File: config.mk
export PLATFORM = sky130hd
export DESIGN_NAME = muldiv_sequencer
export DESIGN_NICKNAME = d
export VERILOG_FILES = /design/src/rtl/muldiv_sequencer.sv
export SDC_FILE = /design/constraint.sdc
export NUM_CORES = 1
export LEC_CHECK = 0
export ABC_CLOCK_PERIOD_IN_PS = 8100
export CORE_MARGIN = 2
export CORE_UTILIZATION = 60
export CTS_CLUSTER_SIZE = 16
export DETAILED_ROUTE_END_ITERATION = 16
export PLACE_DENSITY_LB_ADDON = 0.05
export SYNTH_ARGS = -nofsm -noshare
export SYNTH_HDL_FRONTEND = slang
export SYNTH_SLANG_ARGS = --single-unit
export TNS_END_PERCENT = 10
File: constraint.sdc
create_clock -name clk -period 8.1 [get_ports clk]
set_clock_uncertainty 0.2 [all_clocks]
set_input_delay 1.62 -clock clk [delete_from_list [all_inputs] [get_ports clk]]
set_output_delay 1.62 -clock clk [all_outputs]
set_load 0.02 [all_outputs]
File: src/rtl/muldiv_sequencer.sv
// Iterative MULT/MULTU/DIV/DIVU engine for the HI/LO pair: shared shift-add / restoring-divide
// loop with fixed latency, pipeline stall generation and single-cycle HI/LO write strobes.
module muldiv_sequencer #(
    parameter int unsigned DATA_WIDTH = 32
) (
    input  logic                  clk,
    input  logic                  rst,
    input  logic                  start_i,
    input  logic [1:0]            op_i,
    input  logic [DATA_WIDTH-1:0] operand_a_i,
    input  logic [DATA_WIDTH-1:0] operand_b_i,
    input  logic                  hilo_read_i,
    input  logic                  abort_i,
    output logic                  busy_o,
    output logic                  stall_o,
    output logic                  done_o,
    output logic                  hi_write_o,
    output logic                  lo_write_o,
    output logic [DATA_WIDTH-1:0] hi_result_o,
    output logic [DATA_WIDTH-1:0] lo_result_o
);

    localparam int unsigned W    = DATA_WIDTH;
    localparam int unsigned CntW = (W > 1) ? $clog2(W) : 1;
    localparam logic [W-1:0] MinNeg = {1'b1, {(W-1){1'b0}}};

    typedef enum logic [2:0] {StIdle, StPrep, StRun, StFixup, StDone} state_e;

    state_e          state_q;
    logic            busy_q;
    logic            done_q;
    logic [CntW-1:0] cnt_q;
    logic [2*W-1:0]  acc_q;
    logic            is_div_q;
    logic            is_signed_q;
    logic            sign_a_q;
    logic            sign_b_q;
    logic [W-1:0]    mag_a_q;
    logic [W-1:0]    mag_b_q;
    logic [W-1:0]    a_raw_q;
    logic            b_zero_q;
    logic            div_ovf_q;
    logic [W-1:0]    hi_q;
    logic [W-1:0]    lo_q;

    // op[1] selects divide, op[0] selects unsigned.
    logic         op_signed;
    logic [W-1:0] abs_a;
    logic [W-1:0] abs_b;

    always_comb begin
        op_signed = ~op_i[0];
        abs_a     = (op_signed & operand_a_i[W-1]) ? -operand_a_i : operand_a_i;
        abs_b     = (op_signed & operand_b_i[W-1]) ? -operand_b_i : operand_b_i;
    end

    logic [W:0]     mul_sum;
    logic [2*W-1:0] mul_next;
    logic [W:0]     div_rem_sh;
    logic [W:0]     div_trial;
    logic           div_ge;
    logic [2*W-1:0] div_next;

    // Multiply: add multiplicand into the upper half when the LSB is set, then shift right with
    // the carry. Divide: shift left one bit, keep the trial difference when it is non-negative.
    always_comb begin
        mul_sum    = {1'b0, acc_q[2*W-1:W]} + (acc_q[0] ? {1'b0, mag_a_q} : {(W+1){1'b0}});
        mul_next   = {mul_sum, acc_q[W-1:1]};
        div_rem_sh = {acc_q[2*W-1:W], acc_q[W-1]};
        div_trial  = div_rem_sh - {1'b0, mag_b_q};
        div_ge     = (div_rem_sh >= {1'b0, mag_b_q});
        div_next   = div_ge ? {div_trial[W-1:0], acc_q[W-2:0], 1'b1}
                            : {div_rem_sh[W-1:0], acc_q[W-2:0], 1'b0};
    end

    logic [2*W-1:0] prod_fix;
    logic [W-1:0]   quot_fix;
    logic [W-1:0]   rem_fix;
    logic [W-1:0]   hi_fix;
    logic [W-1:0]   lo_fix;

    always_comb begin
        prod_fix = (is_signed_q & (sign_a_q ^ sign_b_q)) ? -acc_q : acc_q;
        quot_fix = (is_signed_q & (sign_a_q ^ sign_b_q)) ? -acc_q[W-1:0] : acc_q[W-1:0];
        rem_fix  = (is_signed_q & sign_a_q) ? -acc_q[2*W-1:W] : acc_q[2*W-1:W];
        hi_fix   = prod_fix[2*W-1:W];
        lo_fix   = prod_fix[W-1:0];
        if (is_div_q) begin
            if (b_zero_q) begin
                hi_fix = a_raw_q;
                lo_fix = {W{1'b1}};
            end else if (is_signed_q & div_ovf_q) begin
                hi_fix = '0;
                lo_fix = MinNeg;
            end else begin
                hi_fix = rem_fix;
                lo_fix = quot_fix;
            end
        end
    end

    always_ff @(posedge clk) begin
        if (rst) begin
            state_q     <= StIdle;
            busy_q      <= 1'b0;
            done_q      <= 1'b0;
            cnt_q       <= '0;
            acc_q       <= '0;
            is_div_q    <= 1'b0;
            is_signed_q <= 1'b0;
            sign_a_q    <= 1'b0;
            sign_b_q    <= 1'b0;
            mag_a_q     <= '0;
            mag_b_q     <= '0;
            a_raw_q     <= '0;
            b_zero_q    <= 1'b0;
            div_ovf_q   <= 1'b0;
            hi_q        <= '0;
            lo_q        <= '0;
        end else begin
            done_q <= 1'b0;
            if (abort_i) begin
                state_q <= StIdle;
                busy_q  <= 1'b0;
            end else begin
                unique case (state_q)
                    StIdle: begin
                        if (start_i) begin
                            is_div_q    <= op_i[1];
                            is_signed_q <= op_signed;
                            sign_a_q    <= op_signed & operand_a_i[W-1];
                            sign_b_q    <= op_signed & operand_b_i[W-1];
                            mag_a_q     <= abs_a;
                            mag_b_q     <= abs_b;
                            a_raw_q     <= operand_a_i;
                            b_zero_q    <= (operand_b_i == '0);
                            div_ovf_q   <= (operand_a_i == MinNeg) && (operand_b_i == {W{1'b1}});
                            busy_q      <= 1'b1;
                            state_q     <= StPrep;
                        end
                    end
                    StPrep: begin
                        cnt_q   <= CntW'(W - 1);
                        acc_q   <= {{W{1'b0}}, (is_div_q ? mag_a_q : mag_b_q)};
                        state_q <= StRun;
                    end
                    StRun: begin
                        acc_q <= is_div_q ? div_next : mul_next;
                        cnt_q <= cnt_q - CntW'(1);
                        if (cnt_q == '0) begin
                            state_q <= StFixup;
                        end
                    end
                    StFixup: begin
                        hi_q    <= hi_fix;
                        lo_q    <= lo_fix;
                        done_q  <= 1'b1;
                        state_q <= StDone;
                    end
                    StDone: begin
                        busy_q  <= 1'b0;
                        state_q <= StIdle;
                    end
                    default: begin
                        busy_q  <= 1'b0;
                        state_q <= StIdle;
                    end
                endcase
            end
        end
    end

    // A flush arriving in DONE must still suppress the write strobes.
    always_comb begin
        busy_o      = busy_q;
        stall_o     = busy_q & (hilo_read_i | start_i);
        done_o      = done_q & ~abort_i;
        hi_write_o  = done_o;
        lo_write_o  = done_o;
        hi_result_o = hi_q;
        lo_result_o = lo_q;
    end

endmodule

==> impl_results.md, run 1 <==
* Setup Buffers After CTS at 0
* Lkg Pwr at 7.42 nW
* Initial Utilization at 0.611
* Post-Syn Area at 17000 um2
* Worst path arrival time at 3.04 ns
* Tot Pwr at slightly above 3 mW
* # resized after CTS at 0
* Non-Filler Instances at between 2000 and 3000
* DRC at 0
* CP Cell Sequence: clkdlybuf4s50_1 > nor2b_1 > clkdlybuf4s50_1
* R2r setup slk at 3.65 ns
* CP max FO at 6
* Total grt overflow at 0
* Met3 wire len at 6270 um
* Area leader, netlist: dfxtp_1
* Unrepaired setup endpoints after global routing: false
* Worst Hold Class: reg -> reg
* Synth top area cells: dfxtp_1 28%, nor2_1 6.6%, a21oi_1 5.4%
* Power per cell area at 157 nW/um2
* Slew Viols, Final at 0
* Initial antenna violation count at 2
* FFs w/ async S/R, synth at 0
* Tot GR Track Use at 0.395
* Register-to-Register Path Depth at 14
* Global-route wire length before repair at 90600 um
* Starting DRT DRC Count at 2284
* NumNets Final at 2396
* CTS Root Cell: clkbuf_16
* Yosys cell types at 80
* Final worst path period need at 4.86 ns
* Worst reg2reg path endpoint: acc_q[63]
* CP max stage delay at 0.65 ns
* Detailed-placement wirelength estimate at around 44000 um
* CTS Buf Count at 27
* Worst hold stages at 2
* Gpl congestion at 0.996
* Die height at roughly 170 um
* Worst r2r src: acc_q[0]
* CP bufs+invs at 2
* Synth Flop Type: dfxtp_1
* Aggregate negative setup slack at 0 ns
* FF+latch area at 4790 um2
* Reg clk slew, reported paths at 0.06 ns
* Syn_nets at about 2400
* DR vias/cell at 6.64
* EDFF count, synth at 0
* Vias in the first global route at 16100
* Die area at roughly 30000 um2
* Clock Path Buffers at 3
* Area Growth Syn to Fin at 13.5%
* Final hold violation count at 0
* Share of post-route cells with drive strength above 1 at 0.0538
* Synth Instances at 2223
* Die Wd at approximately 170 um
* Slew Limit Headroom at 0.176
* FILL cells at ~2300
* Setup crit start kind: primary input
* Avg WL per Cell at 22.4 um
* TritonCTS Sinks at 239
* Post-CTS Hold Fix Bufs at 0
* Most common cell on crit path: clkdlybuf4s50_1
* Worst slew pin tran at 1.23 ns
* Met1 wire length at around 24000 um
* Largest net degree at the start of global routing at 111
* CTS tree: done
* Antenna violation net count after detailed routing at 0
* Core footprint at 27900 um2
* Number of H-tree levels at 1
* Std cell rows at slightly above 60
* Worst path required time at 6.28 ns
* Ports at 140
* Routed WL at 59400 um
* Max-cap violations at 0
* Area of the multi-input gates at 11400 um2
* Worst-Skew Late Latency at about 0.56 ns
* Final setup violation count at 0
* Sequential area share after synthesis at 0.281
* Port Buffers at 139
* # placed instances at 2601
* Uppermost layer routed: met4
* Slowest-stage cell, CP: clkdlybuf4s50_1
* Max VDD drop at ~0.15 mV
* Met2 routed WL at 25900 um
* Synth warn at 0
* Worst Hold End: hi_result_o[28]
* Status: complete, no violations
* CP Capture Type: output port
* Synth top area share at 0.281
* Delay-heaviest family, CP: buffers and inverters
* Synth Area per Inst at 7.66 um2
* Final Cycle Share at 0.600
* Flop and latch count out of synthesis at 239
* Setup Crit Path Kind: in -> out
* Fmax at about 0.21 GHz
* DR vias at ~18000
* Pre-antenna DRT Iters at 7
* Hold path startpoint: hi_result_o[28]
==> worst max path at each step <==
stage / endpoint / cells after the start / from / slack [ns]
2_1_floorplan: mag_b_q[28] / 9 / operand_b_i[4] / 3.99
3_3_place_gp: mag_b_q[28] / 10 / operand_b_i[4] / 3.18
3_5_place_dp: mag_b_q[30] / 10 / operand_b_i[4] / 3.11
4_1_cts: hi_write_o / 3 / abort_i / 3.23
5_1_grt: lo_write_o / 3 / abort_i / 3.18
6_report: hi_write_o / 3 / abort_i / 3.24
==> layout by cell type (no fill, tap or decap), types with 71 or more instances in the layout <==
cell	Yosys	routed
a211oi_1	77	77
xnor2_1	92	92
dfxtp_1	239	238
xor2_1	99	99
nand2_1	207	207
ha_1	71	71
o21ai_0	113	113
a21oi_1	183	183
clkdlybuf4s50_1	0	138
nor3_1	94	94
nor2_1	297	297
==> registers in the layout, summed over array words and instances (netlist names), 3 cells and up <==
signal       count
a_raw_q         31
acc_q           64
cnt_q            5
hi_result_o     32
lo_result_o     32
mag_a_q         32
mag_b_q         32
state_q          3
==> cell type report <==
cell class	instances	area share
multi-input cells	1766	0.591
flip-flops and latches	239	0.248
repair buffers	160	0.0803
clock buffers	35	0.0391
well taps	378	0.0245
inverters	58	0.0113
clock inverters	11	0.00589
diodes	1	0.000130
==> where the power goes <==
group | total [mW] | switching, mW | leakage [nW] | internal, mW
combinational | 0.524 | 0.321 | 5.04 | 0.203
clock | 1.22 | 0.507 | 0.429 | 0.716
sequential | 1.29 | 0.0679 | 1.94 | 1.22
total | 3.03 | 0.896 | 7.42 | 2.14
==> synthesized netlist by cell type, drive strengths merged, types with 19 or more instances <==
| library cell | instances |
|---|---|
| a211oi | 77 |
| a21o | 41 |
| a21oi | 185 |
| a22oi | 19 |
| and2 | 41 |
| and3 | 19 |
| clkbuf | 142 |
| dfxtp | 239 |
| ha | 71 |
| inv | 57 |
| mux4 | 32 |
| nand2 | 209 |
| nand3 | 32 |
| nor2 | 298 |
| nor3 | 97 |
| nor4 | 24 |
| o21ai | 119 |
| or3 | 29 |
| xnor2 | 92 |
| xor2 | 99 |
==> logic make-up after synthesis <==
group,Yosys count,share of synthesized area
AND/OR/NAND/NOR,834,0.229
AO/OA/AOI/OAI,618,0.234
flip-flops,239,0.281
buffers and inverters,218,0.0496
XOR/XNOR,191,0.0983
adder cells (fa/ha/maj),73,0.0546
multiplexers,50,0.0529
==> metrics by stage <==
| stage | hold WS [ns] | area, um2 | util | worst slack, ns |
|---|---|---|---|---|
| CTS | 0.250 | 19300 | 0.693 | 3.23 |
| global route | 0.276 | 19300 | 0.693 | 3.18 |
| floorplan | 0.236 | 17000 | - | 3.99 |
| global placement | 0.240 | 18400 | 0.662 | 3.18 |
| finish | 0.247 | 19300 | 0.693 | 3.24 |
| detailed placement | 0.245 | 18400 | 0.662 | 3.11 |
==> routing by layer <==
layer / GRT usage / vias to the layer above
met4: 0.190 / 0
met2: 0.609 / 1062
met5: 0 / -
met1: 0.536 / 8252
met3: 0.0671 / 198
li1: - / 8077
==> tightest hold or removal path, cell delays in order (launching register included) <==
cell	delay (ns)
dfxtp_1	0.31
nand2_1	0.05
a21oi_1	0.05
Power figures use the tool's default switching activity.
==> run 2, diff against run 1 <==
--- a/config.mk
+++ b/config.mk
@@ -5,9 +5,9 @@
 export SDC_FILE = /design/constraint.sdc
 export NUM_CORES = 1
 export LEC_CHECK = 0
-export ABC_CLOCK_PERIOD_IN_PS = 8100
+export ABC_CLOCK_PERIOD_IN_PS = 4000
 export CORE_MARGIN = 2
-export CORE_UTILIZATION = 60
+export CORE_UTILIZATION = 54
 export CTS_CLUSTER_SIZE = 16
 export DETAILED_ROUTE_END_ITERATION = 16
 export PLACE_DENSITY_LB_ADDON = 0.05
==> constraint.sdc (replaced) <==
create_clock -name clk -period 4 [get_ports clk]
set_clock_uncertainty 0.2 [all_clocks]
set_input_delay 0.8 -clock clk [delete_from_list [all_inputs] [get_ports clk]]
set_output_delay 0.8 -clock clk [all_outputs]
set_load 0.02 [all_outputs]
==> run 2 against run 1 <==
Effect of this change: sequential share of layout area decreased by 0.92 points; critical path depth increased by 9; total power increased by 110%; non-clock buffer count increased by 86; sequential power increased by 100%; final cell count increased by 4.2%; critical path type is now reg -> reg; hold slack improved by 0.0089 ns; final area increased by 3.9%; global-route usage decreased by 2.3 points; clock power increased by 110%.
==> impl_results.md, run 2 (synthesis results as in run 1) <==
* Design area at 20100 um2
* TritonCTS Sinks at 239
* Area Growth Syn to Fin at 17.9%
* Starting DRT DRC Count at 2178
* Antenna violation net count after detailed routing at 0
* Final hold violation count at 0
* Hold WS at 0.256 ns
* DRC at 0
* Slew Viols, Final at 0
* Reg clk slew, reported paths at 0.06 ns
* Setup Buffers After CTS at 0
* Unrepaired setup endpoints after global routing: false
* Power per cell area at 313 nW/um2
* Routed WL at 62800 um
* Die Wd at 182 um
* NumNets Final at between 2000 and 2500
* Final Cycle Share at 0.909
* Setup Crit Path Kind: reg -> reg
* Worst path arrival time at approximately 4 ns
* Avg WL per Cell at 22.8 um
* Global-route wire length before repair at approximately 96000 um
* Detailed-placement wirelength estimate at ~48000 um
* Initial antenna violation count at 3
* Register-to-Register Path Depth at 12
* Worst slew pin tran at 1.00 ns
* DR vias/cell at 6.37
* Worst reg2reg path endpoint: acc_q[63]
* Worst path required time at 4.25 ns
* Die height at 182 um
* Total grt overflow at 0
* DR vias at ~18000
* Slew Limit Headroom at 0.330
* Die area at 33000 um2
* Vias in the first global route at 16400
* CP Capture Type: register
* Std cell rows at 65
* Worst r2r src: acc_q[32]
* Ant diodes at 0
* Commonest cells after routing, fill and taps aside: 296 x nor2_1, 237 x dfxtp_1, 207 x nand2_1
* Largest net degree at the start of global routing at between 100 and 150
* Initial Utilization at 0.544
* Status: complete, no violations
* Port Buffers at 139
* Most common cell after layout, fill and taps aside: nor2_1
* R2r setup slk at 0.36 ns
* Fmax at 0.275 GHz
* Final worst path period need at 3.64 ns
* Gpl congestion at 0.990
* # resized after CTS at 0
* CTS Buf Count at 27
* Worst-Skew Late Latency at 0.58 ns
* Worst Hold Class: reg -> reg
* Top reg by flops: acc_q
* Aggregate negative setup slack at 0 ns
* CTS Root Cell: clkbuf_16
* CP endpoint: acc_q[63]
* # placed instances at approximately 2700
* Ports at 140
* Share of post-route cells with drive strength above 1 at 0.0903
* CTS tree: done
* Max-cap violations at 0
* Placed cell area at 19200 um2
* Pre-antenna DRT Iters at 8
* Final setup violation count at 0
* Final core occ at 0.641
* Max reg flops at 64
* Lkg Pwr at about 7.9 nW
* Post-CTS Hold Fix Bufs at 0
* CP Launch Point: acc_q[32]
* CP max FO at 9
* Non-Filler Instances at 2760
* Max VDD drop at 0.346 mV
* Tot GR Track Use at 0.372
* Number of H-tree levels at 1
* Clock Path Buffers at 3
* Setup crit start kind: register
* Core footprint at 31300 um2
==> run 2: cell count changes in the layout (fill, tap and decap cells not counted), sizes merged <==
cell	previous run	this run
inv	58	59
diode	1	0
buf	22	108
clkinvlp	2	1
clkinv	7	10
==> run 2: metal layers <==
metal,track usage,up-vias,wire [um],share of wire
met3,0.0568,170,5420,0.086
met2,0.601,896,28100,0.45
met4,0.164,2,3240,0.052
met5,0,-,13,0.00021
li1,-,8246,-,-
met1,0.493,8264,26100,0.41
==> run 2: area by class of cell <==
| cell class | instances | area [um2] |
|---|---|---|
| inverter | 58 | 218 |
| fill | 2829 | 11200 |
| clock inverter | 14 | 146 |
| sequential | 239 | 4790 |
| multi-input combinational | 1766 | 11400 |
| clock buffer | 35 | 746 |
| timing repair buffer | 246 | 2250 |
| tap | 402 | 503 |
==> run 2: per-stage QoR <==
stage	total power [mW]	setup WS, ns
after floorplan	3.29	0.349
after global placement	3.75	0.190
after detailed placement	3.76	0.186
after CTS	6.27	0.238
after global routing	6.48	0.118
final	6.28	0.363
==> run 2: worst min-delay path by stage <==
stage | startpoint | end | slack, ns | depth (start not counted)
detailed placement | a_raw_q[14] | a_raw_q[14] | 0.25 | 2
finish | a_raw_q[14] | a_raw_q[14] | 0.26 | 2
global placement | hi_result_o[22] | hi_result_o[22] | 0.24 | 2
CTS | a_raw_q[14] | a_raw_q[14] | 0.26 | 2
floorplan | a_raw_q[15] | a_raw_q[15] | 0.24 | 2
global route | a_raw_q[21] | a_raw_q[21] | 0.27 | 2
==> run 2: critical path: stages (launching register included) <==
cell,delay (ns)
dfxtp_2,0.46
ha_1,0.24
inv_1,0.07
fa_1,0.37
nand2b_1,0.19
a21o_1,0.20
a21oi_1,0.18
o221ai_1,0.23
o21a_1,0.27
o21ai_0,0.30
a2111oi_0,0.16
a2111o_1,0.36
a221oi_1,0.28
==> run 2: power by group <==
group | internal, mW | total, mW | switching [mW] | leakage [nW]
clock network | 1.45 | 2.53 | 1.08 | 0.444
logic | 0.461 | 1.15 | 0.692 | 5.50
registers | 2.47 | 2.59 | 0.125 | 1.94
==> RTL edit 1: new RTL, flow settings as in run 2 <==
Reset style: asynchronous (`rst`), changed in one clocked block.
--- a/src/rtl/muldiv_sequencer.sv
+++ b/src/rtl/muldiv_sequencer.sv
@@ -101,3 +101,3 @@
 
-    always_ff @(posedge clk) begin
+    always_ff @(posedge clk or posedge rst) begin
         if (rst) begin
Formal check against the unedited RTL: differs if rst is asserted again (counterexample within 4 cycles, from zero or initial values and one cycle with rst high); with rst held inactive, the same outputs for 4 cycles.
==> RTL edit 1 against run 2 <==
Count of clock-buffer cells in the layout grew 1. Die area grew 4.2%. Via count fell by 3.2%. Synthesized area is 4.2% higher. Critical path type unchanged. Highest routed layer unchanged. Design area rose by 3.7%. Sequential cell count stayed put. Setup slack lost 0.062 ns. Wire length down 0.16%. Global-route usage is 0.50 points lower.
Power is not compared: it rests on default switching activity, and its combinational part moved more than twofold at a synthesized area within 25%.
==> RTL edit 1: results (changes against run 2) <==
metric;value;unit;change
status;complete, no violations;;
crit_slowest_cell;or4_1;;
nets;2401;;-3.3%
gp_congestion;1.02;;+3.1%
use_met1;51.5;%;+2.2 points
async_reset_ff_share;100;%;+100 points
use_met2;55.6;%;-4.6 points
ys_types;79;;-1.3%
met1_length;26500;µm;+1.6%
drive_above_1_share;7.55;%;-1.5 points
grt_max_degree;82;;-32%
dp_hpwl;48400;µm;+0.91%
dr.pass1.iters;5;;-3
route.met3.wl;6190;µm;+14%
dr_wl_met2;27200;µm;-2.9%
avgViaCountPerCell;6.26;;-1.7%
top_register;acc_q;;
synth-main-ff-cell;dfrtp_1;;
grt_use_total;36.7;%;-0.50 points
dp_slack;0.101;ns;-0.0849 ns
crit_fanout;10;;+1
synth_nets;2318;;-2.1%
cts_buffers;28;;+3.7%
synth.most_common_cell;nand2_1;;
nFillCells;2830;;+0.035%
grt_use_met3;6.74;%;+1.1 points
synthTopCellsByArea;dfrtp_1, nand2_1, a21oi_1;;
tightestPinTransition;1.19;ns;+0.190 ns
synth_seq_area_share;33.7;%;+5.6 points
drt_first_iter_violations;1860;;-15%
ff2ff_setup_slack;0.30;ns;-0.06 ns
cp_slowest_stage_delay;0.65;ns;+0.19 ns
drt-total-wl;62700;µm;-0.16%
synthTopCellsByCount;nand2_1, dfrtp_1, a21oi_1, o21ai_0, nor2_1;;
hold_ws;0.277;ns;+0.0207 ns
dpl_cell_area;19700;µm²;+2.9%
min_period;3.70;ns;+0.0623 ns
## RTL edit 1: worst paths after layout
check / cells past startpoint / from / to
max: 9 / acc_q[32] / hi_result_o[19]
min: 2 / lo_result_o[13] / lo_result_o[13]
max reg2reg: 9 / acc_q[32] / hi_result_o[19]
min reg2reg: 2 / lo_result_o[13] / lo_result_o[13]
max in group asynchronous: 3 / rst / acc_q[54]
min in group asynchronous: 2 / rst / acc_q[9]
## RTL edit 1: cell type report
cell class / count / area (µm²) / share of cell area [%]
Clock buffer: 36 / 801 / 3.85
Clock inverter: 15 / 284 / 1.36
Inverter: 71 / 270 / 1.30
Multi-Input combinational cell: 1709 / 10900 / 52.5
Sequential cell: 239 / 5990 / 28.8
Tap cell: 442 / 553 / 2.66
Timing Repair Buffer: 208 / 2000 / 9.59
## RTL edit 1: logic make-up after synthesis
family                   synth area share (%)
AND/OR/NAND/NOR                          19.4
AO/OA/AOI/OAI                            22.5
flip-flops                               33.7
buffers and inverters                    5.03
XOR/XNOR                                 9.43
adder cells (fa/ha/maj)                  5.23
multiplexers                             4.73
## RTL edit 1: through the flow
stage	utilization [%]	std cells
final	64.1	2720
after global routing	64.1	2720
after CTS	64.1	2720
after detailed placement	60.8	2669
after global placement	60.8	2669
after floorplan	-	2174
## RTL edit 1: where the power goes
part           total [W]  switching (W)  internal [W]
combinational    0.00923        0.00541       0.00382
sequential       0.00451        0.00128       0.00322
clock            0.00299        0.00113       0.00187
total             0.0167        0.00782       0.00891
## RTL edit 1: worst max-delay path: cells and delay by family (launching register included)
family | cells | cell delay (ns)
XOR/XNOR | 1 | 0.18
AND/OR/NAND/NOR | 4 | 1.85
AO/OA/AOI/OAI | 4 | 0.82
flip-flops | 1 | 0.53
==> RTL edit 2: new RTL, settings of run 2 <==
Made on the original files. `DATA_WIDTH`: 32 -> 16.
--- a/src/rtl/muldiv_sequencer.sv
+++ b/src/rtl/muldiv_sequencer.sv
@@ -3,3 +3,3 @@
 module muldiv_sequencer #(
-    parameter int unsigned DATA_WIDTH = 32
+    parameter int unsigned DATA_WIDTH = 16
 ) (
Ports: changed (resized hi_result_o, lo_result_o, operand_a_i and operand_b_i); port bits go from 140 to 76. The function was not compared with the original's and may differ.
==> RTL edit 2 against run 2 <==
Setup slack better by 0.39 ns. Worst hold slack worse by 0.0026 ns. Count of clock-buffer cells in the layout is 17 lower. Synthesized area is 49% lower. First-iteration DRC count is 60% lower. Sequential cell count is 113 lower. Wire length is 57% lower. Total power is 44% lower. Die area is 48% lower. Design area is 49% lower. Global-route usage is 5.8 points lower.
==> RTL edit 2: results (changes against run 2) <==
metric;value;unit;change
status;complete, no violations;;
vias;8502;;-52%
grt_use_total;31.4;%;-5.8 points
synth_seq_area_share;28.8;%;+0.67 points
dp_hpwl;20400;µm;-57%
grt_pass1_vias;7709;;-53%
synth_nets;1218;;-49%
cts_buffers;17;;-37%
htreeDepth;4;;+3
p_sw;0.00101;W;-47%
clk_latency;0.43;ns;-0.15 ns
p_leak;3.75;nW;-52%
cp-startpoint;acc_q[0];;
ys_warn_count;0;;unchanged
n_antenna_cell;0;;unchanged
num_rows;46;;-29%
synthTopCellsByArea;dfxtp_1, a21oi_1, nor2_1;;
largest_register_ff_count;32;;-50%
ys_types;79;;-1.3%
clk_path_buf_depth;2;;-1
drt_first_iter_violations;876;;-60%
nFillCells;1519;;-46%
cts-root-buf;clkbuf_16;;
peakVddDrop;0.398;mV;+15%
grt_first_pass_wirelength;42500;µm;-56%
crit_fanout;17;;+8
gp_congestion;0.938;;-5.3%
grt_max_degree;82;;-32%
hold_path_startpoint;hi_result_o[15];;
cts_resized;0;;unchanged
top_register;acc_q;;
dr.pass1.iters;5;;-3
synth-main-ff-cell;dfxtp_1;;
post_cts_buffers;0;;unchanged
synthTopCellsByCount;nor2_1, a21oi_1, dfxtp_1, nand2_1;;
cts.reportedPaths.clkPinSlew;0.06;ns;about the same
hold_path.class;flip-flop to flip-flop;;
port_buffers;75;;-46%
nets;1250;;-50%
drive_above_1_share;7.01;%;-2.0 points
avgSynthCellArea;7.69;µm²;+0.50%
grt_antenna_before_repair;0;;-3
placed_cells;1368;;-50%
wire_per_inst;19.5;µm;-14%
async_reset_ff_share;0;%;unchanged
relSlewSlack;33.1;%;+0.12 points
instances_no_fill;1400;;-49%
crit_arrival;3.39;ns;-0.50 ns
## RTL edit 2: logic make-up (layout without fill, tap and decap cells)
| logic type | Yosys count | after routing | synth area share [%] |
|---|---|---|---|
| fa+ha+maj | 40 | 40 | 5.88 |
| compound gates | 325 | 325 | 23.7 |
| flops | 126 | 126 | 28.8 |
| buf+inv | 120 | 165 | 5.77 |
| mux | 36 | 36 | 4.85 |
| simple gates | 407 | 407 | 22.5 |
| xor+xnor | 85 | 85 | 8.50 |
## RTL edit 2: path summary, 6_finish.rpt
check                                       end  slack [ns]  cells past startpoint
worst min-delay path            hi_result_o[15]        0.25                      2
worst min register to register  hi_result_o[15]        0.25                      2
worst max-delay path                  acc_q[29]        0.75                     10
worst max register to register        acc_q[29]        0.75                     10
## RTL edit 2: area by class of cell
class | count | area (µm²) | area share, %
flip-flops and latches | 126 | 2520 | 24.7
inverters | 39 | 146 | 1.43
clock inverters | 14 | 198 | 1.93
clock buffers | 18 | 439 | 4.30
multi-input cells | 893 | 5740 | 56.2
repair buffers | 94 | 903 | 8.84
well taps | 216 | 270 | 2.64
## RTL edit 2: metrics by stage
step	setup WS (ns)	hold WS, ns	instance area [µm²]	util, %
floorplan	1.10	0.234	8760	-
global placement	0.700	0.244	9590	60.4
detailed placement	0.704	0.247	9590	60.4
CTS	0.774	0.256	10200	64.4
global route	0.612	0.280	10200	64.4
finish	0.750	0.254	10200	64.4
## RTL edit 2: power by group through the flow
stage	registers, W	clock network (W)	logic (W)
after CTS	0.00134	0.00169	0.000516
after floorplan	0.00134	0	0.000372
after global routing	0.00135	0.00175	0.000573
after detailed placement	0.00137	0	0.000515
after global placement	0.00137	0	0.000512
final	0.00134	0.00168	0.000523
## RTL edit 2: per-layer routing
layer,GRT usage (%),up-vias,share of wire (%)
met3,7.37,49,8.6
met5,0,-,0
met1,45.2,3916,46
met4,9.00,0,2.5
met2,46.9,404,43
li1,-,4133,-
## RTL edit 2: worst max-delay path, cell delays in order (launching register included)
cell and delay [ns]:
dfxtp_1 0.64, and2_1 0.26, ha_1 0.30, nor2b_1 0.17, o31ai_1 0.36, a21oi_1 0.16, a41oi_1 0.50, nand2_1 0.09
o311a_1 0.13, xnor2_1 0.14, a211oi_1 0.20
